[src/rtl/calc_cmd_sequencer.sv]
// Collects one operation token plus up to MAX_DIGITS decimal digits and issues them as a
// single command over a valid/ready handshake; malformed token streams raise err.
module calc_cmd_sequencer #(
  parameter int unsigned MAX_DIGITS     = 4,
  parameter int unsigned OPERAND_W      = 14,
  parameter int unsigned TIMEOUT_CYCLES = 1_000_000
) (
  input  logic                 clk,
  input  logic                 rst,
  input  logic                 tok_valid,
  input  logic [3:0]           tok_digit,
  input  logic                 tok_is_number,
  input  logic                 tok_is_valid,
  output logic                 cmd_valid,
  input  logic                 cmd_ready,
  output logic [1:0]           cmd_op,
  output logic [OPERAND_W-1:0] cmd_operand,
  output logic                 busy,
  output logic                 err,
  output logic [1:0]           err_code
);

  localparam int unsigned CntW = $clog2(MAX_DIGITS + 1);
  localparam int unsigned TmrW = $clog2(TIMEOUT_CYCLES + 1);

  localparam logic [1:0] ErrInvalid = 2'd1;
  localparam logic [1:0] ErrNoOp    = 2'd2;
  localparam logic [1:0] ErrBusy    = 2'd3;

  typedef enum logic [1:0] {StIdle, StGetNum, StIssue} state_e;

  state_e               state_q, state_d;
  logic [1:0]           op_q, op_d;
  logic [OPERAND_W-1:0] acc_q, acc_d;
  logic [CntW-1:0]      cnt_q, cnt_d;
  logic [TmrW-1:0]      tmr_q, tmr_d;
  logic                 err_q, err_d;
  logic [1:0]           err_code_q, err_code_d;

  always_ff @(posedge clk) begin
    if (rst) begin
      state_q    <= StIdle;
      op_q       <= '0;
      acc_q      <= '0;
      cnt_q      <= '0;
      tmr_q      <= '0;
      err_q      <= 1'b0;
      err_code_q <= '0;
    end else begin
      state_q    <= state_d;
      op_q       <= op_d;
      acc_q      <= acc_d;
      cnt_q      <= cnt_d;
      tmr_q      <= tmr_d;
      err_q      <= err_d;
      err_code_q <= err_code_d;
    end
  end

  always_comb begin
    state_d    = state_q;
    op_d       = op_q;
    acc_d      = acc_q;
    cnt_d      = cnt_q;
    tmr_d      = tmr_q;
    err_d      = 1'b0;
    err_code_d = err_code_q;

    unique case (state_q)
      StIdle: begin
        if (tok_valid) begin
          if (!tok_is_valid) begin
            err_d      = 1'b1;
            err_code_d = ErrInvalid;
          end else if (tok_is_number) begin
            err_d      = 1'b1;
            err_code_d = ErrNoOp;
          end else begin
            // Op codes 12..15 map onto 0..3 through the low two bits.
            op_d    = tok_digit[1:0];
            acc_d   = '0;
            cnt_d   = '0;
            tmr_d   = '0;
            state_d = StGetNum;
          end
        end
      end

      StGetNum: begin
        if (tok_valid) begin
          // A token always beats a timeout expiring in the same cycle.
          tmr_d = '0;
          if (!tok_is_valid) begin
            err_d      = 1'b1;
            err_code_d = ErrInvalid;
            acc_d      = '0;
            cnt_d      = '0;
            state_d    = StIdle;
          end else if (tok_is_number) begin
            acc_d = acc_q * OPERAND_W'(10) + OPERAND_W'(tok_digit);
            cnt_d = cnt_q + 1'b1;
            if (cnt_q == CntW'(MAX_DIGITS - 1)) begin
              state_d = StIssue;
            end
          end else begin
            op_d  = tok_digit[1:0];
            acc_d = '0;
            cnt_d = '0;
          end
        end else if (cnt_q != '0) begin
          if (tmr_q == TmrW'(TIMEOUT_CYCLES - 1)) begin
            tmr_d   = '0;
            state_d = StIssue;
          end else begin
            tmr_d = tmr_q + 1'b1;
          end
        end
      end

      StIssue: begin
        if (tok_valid) begin
          err_d      = 1'b1;
          err_code_d = ErrBusy;
        end
        if (cmd_ready) begin
          cnt_d   = '0;
          tmr_d   = '0;
          state_d = StIdle;
        end
      end

      default: state_d = StIdle;
    endcase
  end

  assign cmd_valid   = (state_q == StIssue);
  assign busy        = (state_q != StIdle);
  assign cmd_op      = op_q;
  assign cmd_operand = acc_q;
  assign err         = err_q;
  assign err_code    = err_code_q;

endmodule

[config.mk]
export PLATFORM = sky130hd
export DESIGN_NAME = calc_cmd_sequencer
export DESIGN_NICKNAME = d
export VERILOG_FILES = /design/src/rtl/calc_cmd_sequencer.sv
export SDC_FILE = /design/constraint.sdc
export NUM_CORES = 1
export LEC_CHECK = 0
export CORE_ASPECT_RATIO = 1.25
export CORE_MARGIN = 4
export CORE_UTILIZATION = 36
export CTS_CLUSTER_DIAMETER = 50
export DETAILED_ROUTE_END_ITERATION = 6
export PLACE_DENSITY = 0.65
export SYNTH_ARGS = -nofsm -noshare
export SYNTH_HDL_FRONTEND = slang
export SYNTH_SLANG_ARGS = --single-unit
[constraint.sdc]
create_clock -name clk -period 3.2 [get_ports clk]
set_clock_uncertainty 0.1 [all_clocks]
set_input_delay 0.96 -clock clk [delete_from_list [all_inputs] [get_ports clk]]
set_output_delay 0.96 -clock clk [all_outputs]
set_load 0.03 [all_outputs]
Word level (Yosys, flattened, before mapping)
Cells that the tools add are included.
W data, S select, Z words.
{"block": "op_classes", "n_reduce_logical": 12, "muxes": 48, "n_mul": 1, "addsub": 3, "bitwise_logic": 1, "n_eq_ne": 16}
{"op": "$mux W20", "n": 7}
{"op": "$mux W14", "n": 6}
{"op": "$pmux W20 S3", "n": 1}
{"op": "$mux W2", "n": 16}
{"op": "$pmux W14 S2", "n": 1}
{"op": "$mux W3", "n": 7}
{"op": "$add A20 B1 Y20 const B", "n": 1}
{"op": "$eq A20 B20 Y1 const B", "n": 1}
{"op": "$reduce_and A6 Y1", "n": 3}
{"op": "$add A14 B4 Y14", "n": 1}
{"op": "$mul A14 B3 Y13 const B", "n": 1}
{"op": "$ne A2 B2 Y1 const B", "n": 6}
{"op": "$pmux W2 S3", "n": 2}
{"op": "$ne A3 B3 Y1 const B", "n": 3}
{"op": "$pmux W3 S3", "n": 1}
{"op": "$ne A4 B4 Y1 const B", "n": 2}
{"op": "$reduce_and A8 Y1", "n": 1}
{"op": "$mux W1", "n": 6}
{"op": "$reduce_bool A3 Y1", "n": 2}
{"op": "$reduce_and A5 Y1", "n": 1}
{"op": "$reduce_and A4 Y1", "n": 1}
{"op": "$reduce_bool A2 Y1", "n": 2}
{"op": "$add A3 B1 Y3 const B", "n": 1}
{"op": "$eq A3 B2 Y1 const B", "n": 1}
{"op": "7 further kinds", "n": 7}
{"block": "totals", "ff_bits": 44, "out_inout_bits": 21, "wordCells": 88, "in_bits": 10}

Depth between registers and ports, before layout
{"block": "depth", "depth_word": 6, "depth_mapped": 9, "ltp_nobuf": 9}

Least setup slack after synthesis
Ideal clock, no wire load.
{"block": "synth_path", "kind": "register -> register", "startpoint": "register acc_q[1], in the netlist cmd_operand[1]", "endpoint": "register acc_q[13], in the netlist cmd_operand[13]", "arrival_time_ns": 2.968, "setup_time_ns": 0.079, "path_stages_with_launch": 10, "required_time_ns": 3.021, "period_less_slack_ns": 3.147, "setup_slack_ns": 0.053, "path_buffers": 0, "cell_sequence": "dfxtp_1 -> ha_1 -> ha_1 -> fa_1 -> a211oi_1 -> nor2_1 -> xor2_1 -> nand4_2 -> or3_1 -> o211ai_1"}
{"block": "synth_via", "elab_chain_cells": 6}
{"element": "start: declaration", "line_no": "34", "rtl": "logic [OPERAND_W-1:0] acc_q, acc_d;"}
{"element": "start signal: assignment", "line_no": "44", "rtl": "acc_q <= '0;"}
{"element": "start signal: assignment", "line_no": "52", "rtl": "acc_q <= acc_d;"}
{"element": "$mul A14 B3 Y13", "line_no": "100", "rtl": "acc_d = acc_q * OPERAND_W'(10) + OPERAND_W'(tok_digit);"}
{"element": "$add A14 B4 Y14", "line_no": "100"}
{"element": "$mux W14", "line_no": "99", "rtl": "end else if (tok_is_number) begin"}
{"element": "$mux W14", "line_no": "93", "rtl": "if (!tok_is_valid) begin"}
{"element": "$mux W14", "line_no": "90", "rtl": "if (tok_valid) begin"}
{"element": "$pmux W14 S2", "line_no": "69", "rtl": "unique case (state_q)"}
Every way passes these cells. The select of a mux whose other input is x is not followed.
A chain may end at the register's enable or synchronous reset.

Final worst setup path
{"block": "layout_path", "startpoint": "input port tok_digit[1]", "endpoint": "register acc_q[13], in the netlist cmd_operand[13]"}
{"block": "layout_via", "elab_chain_cells": 5}
{"element": "start: declaration", "line_no": "11", "rtl": "input logic [3:0] tok_digit,"}
{"element": "$add A14 B4 Y14", "line_no": "100"}
{"element": "$mux W14", "line_no": "99"}
{"element": "$mux W14", "line_no": "93"}
{"element": "$mux W14", "line_no": "90"}
{"element": "$pmux W14 S2", "line_no": "69"}
Every way passes these cells. The select of a mux whose other input is x is not followed.

==> flow_metrics.py <==
metrics = {
    "worst_setup_path": {
        "startpoint_type": "input port",
        "crit_type": "input port to register",
        "required_ns": 3.26,
        "regToRegSetupSlack_ns": 0.31,
        "critPathArrivalTime_ns": 3.07,
        "endpoint_kind": "register",
        "path_max_fanout": 3,
    },
    "cts": {
        "clock_latency_ns": 0.30,
        "cts-root-buf": "clkbuf_8",
        "cts_tree": "yes",
        "clk_pin_slew_ns": 0.08,
        "post-cts-setup-buffer-count": 0,
        "clkSinkCount": 44,
        "cts_buffer_depth": 2,
        "ctsResizeCount": 0,
        "cts_htree_levels": 2,
        "cts_hold_buf": 0,
        "cts_buffers": 5,
    },
    "synthesis": {
        "yosysSeqAreaShare_pct": 30.0,
        "synth_nets": 382,
        "syn_inst": 340,
        "ys.flop_type": "dfxtp_1",
        "async_reset_ff_share_pct": 0,
        "ys_types": 60,
        "ys.warnings.count": 0,
        "synth_enable_flop_cells": 0,
        "syn_area_um2": 2930,
        "ys_ff_latch": 44,
        "avgSynthCellArea_um2": 8.62,
    },
    "worst_hold_path": {
        "hold_path.class": "register to register",
    },
    "layout": {
        "final_cell_mix": "49 x nor2_1, 44 x dfxtp_1, 30 x ha_1, 30 x clkdlybuf4s50_1, 23 x nand2_1",
        "area_growth_pct": 21.0,
        "num_antenna_cells": 0,
        "layout_commonest_cell": "nor2_1",
        "final_layout_size_suffix_gt1_share_pct": 10.4,
        "fin_cells": 480,
        "n_fill_cell": 756,
        "nNetsFinal": 426,
    },
    "routing": {
        "drt-initial-drc-count": 68,
        "drcViolationCount": 0,
        "avgRoutedWirePerCell_um": 13.5,
        "ant_nets": 0,
        "drt_wl_total_um": 6460,
        "viasPerCell": 5.23,
        "vias": 2510,
        "dr.pass1.iters": 4,
    },
    "power": {
        "vdd_ir_drop_max_v": 0.000229,
        "fin_total_pwr_uw": 1180,
        "pwr_density_cell_nw_per_um2": 333,
        "p_leak_uw": 0.00149,
    },
    "floorplan": {
        "die_area_um2": 9660,
        "pin_count": 31,
        "placementRows": 36,
        "initial_core_util_pct": 37.2,
        "die_w_um": 88.7,
        "die_y_um": 109,
        "core_um2": 7880,
    },
    "global_route": {
        "antenna_found_initial": 0,
        "grt_usage_pct": 14.3,
        "grt_pass1_wl_um": 11300,
        "grt_pass1_vias": 2500,
        "gr-total-overflow": 0,
        "grt_max_degree": 21,
    },
    "placement": {
        "placed_cells": 472,
        "hpwl_um": 5000,
        "io_buffers": 30,
        "gp_congestion": 0.872,
    },
    "timing": {
        "fin_crit_ns": 3.01,
        "setup_viol": 0,
        "fin_hold_ws_ns": 0.392,
        "rsz0062_at_grt": "no",
        "slew_violations": 0,
        "worstMarginPinSlew_ns": 0.509,
        "relSlewSlack_pct": 66.0,
        "fmax_ghz": 0.333,
        "finalCritPeriodShare_pct": 93.9,
        "final_hold_viol_count": 0,
    },
    "status": {
        "status": "complete, no violations",
    },
    "run": {
        "drv_cap": 0,
    },
}
-- cell families (layout without fill, tap and decap cells) --
logic type | after synthesis | count (layout) | share of synthesized area, %
AND/OR/NAND/NOR | 145 | 145 | 26.8
AO/OA/AOI/OAI | 60 | 60 | 14.3
flip-flops | 44 | 44 | 30.0
adder cells (fa/ha/maj) | 32 | 32 | 14.2
XOR/XNOR | 32 | 32 | 9.56
buffers and inverters | 20 | 65 | 2.73
multiplexers | 7 | 7 | 2.43
-- Yosys cell counts, types with 2 or more instances --
library cell	instances	area, µm²
inv_1	9	33.8
dfxtp_1	44	881
a211o_1	2	17.5
and3b_1	4	35.0
a2111oi_0	2	17.5
o311ai_0	2	17.5
a21oi_1	17	85.1
nand2_1	23	86.3
and3_1	8	50.1
nand2b_1	5	31.3
a22oi_1	3	22.5
buf_2	3	15.0
nor3_1	2	10.0
nand3_1	15	75.1
a21oi_2	2	17.5
o21ai_0	10	50.1
nor2b_1	5	31.3
nor2_1	49	184
or3_1	3	18.8
and2_1	3	18.8
fa_1	2	40.0
a211oi_1	2	15.0
xnor2_1	10	87.6
nor4b_1	3	26.3
clkbuf_1	6	22.5
a21o_1	4	30.0
o211ai_1	4	30.0
nand4_1	10	62.6
ha_1	30	375
a22o_1	2	17.5
xor2_1	22	193
mux2i_1	6	60.1
-- final timing paths --
kind                         from               to  depth (start not counted)
setup reg to reg   cmd_operand[1]  cmd_operand[13]                         10
setup / recovery     tok_digit[1]  cmd_operand[13]                          9
hold reg to reg   cmd_operand[13]  cmd_operand[13]                          2
hold / removal    cmd_operand[13]  cmd_operand[13]                          2
-- routing by layer --
metal,part of all wire (%),vias to the layer above,GRT usage [%]
li1,-,1305,-
met1,46,1167,18.2
met2,50,33,25.2
met3,3.2,5,2.12
met4,1.1,0,3.24
met5,0,-,0
-- stage by stage --
step	worst slack (ns)	cell area (µm²)	TNS [ns]	util [%]
2_1_floorplan	0.0527	2930	0	-
3_3_place_gp	-0.0487	3440	-0.0487	43.6
3_5_place_dp	-0.153	3440	-0.176	43.6
4_1_cts	0.136	3540	0	45.0
5_1_grt	0.0109	3550	0	45.0
6_report	0.194	3550	0	45.0
-- worst max-delay path: stages --
cell and delay (ns):
clkdlybuf4s50_1 0.48, ha_1 0.19, fa_1 0.22, a21o_1 0.15
nand4_1 0.12, and3b_1 0.29, nand4_2 0.15, o311ai_0 0.38
o211ai_1 0.14
-- flip-flops by register name, indices dropped and copies added (netlist names) --
signal,count
cmd_op,2
state_q,2
tmr_q,20
cmd_operand,14
err,1
err_code,2
cnt_q,3
-- final cells by class --
class	count	area, µm²	share of cell area (%)
Clock buffer	6	72.6	2.05
Clock inverter	2	35.0	0.987
Inverter	10	37.5	1.06
Multi-Input combinational cell	276	1980	55.7
Sequential cell	44	881	24.8
Tap cell	95	119	3.35
Timing Repair Buffer	47	428	12.1
-- power breakdown --
group | internal [µW] | switching [µW]
Combinational | 78.3 | 111
Clock | 232 | 190
Sequential | 559 | 10.5
Total | 869 | 312
Note: power is estimated with default switching activity, not from simulation.
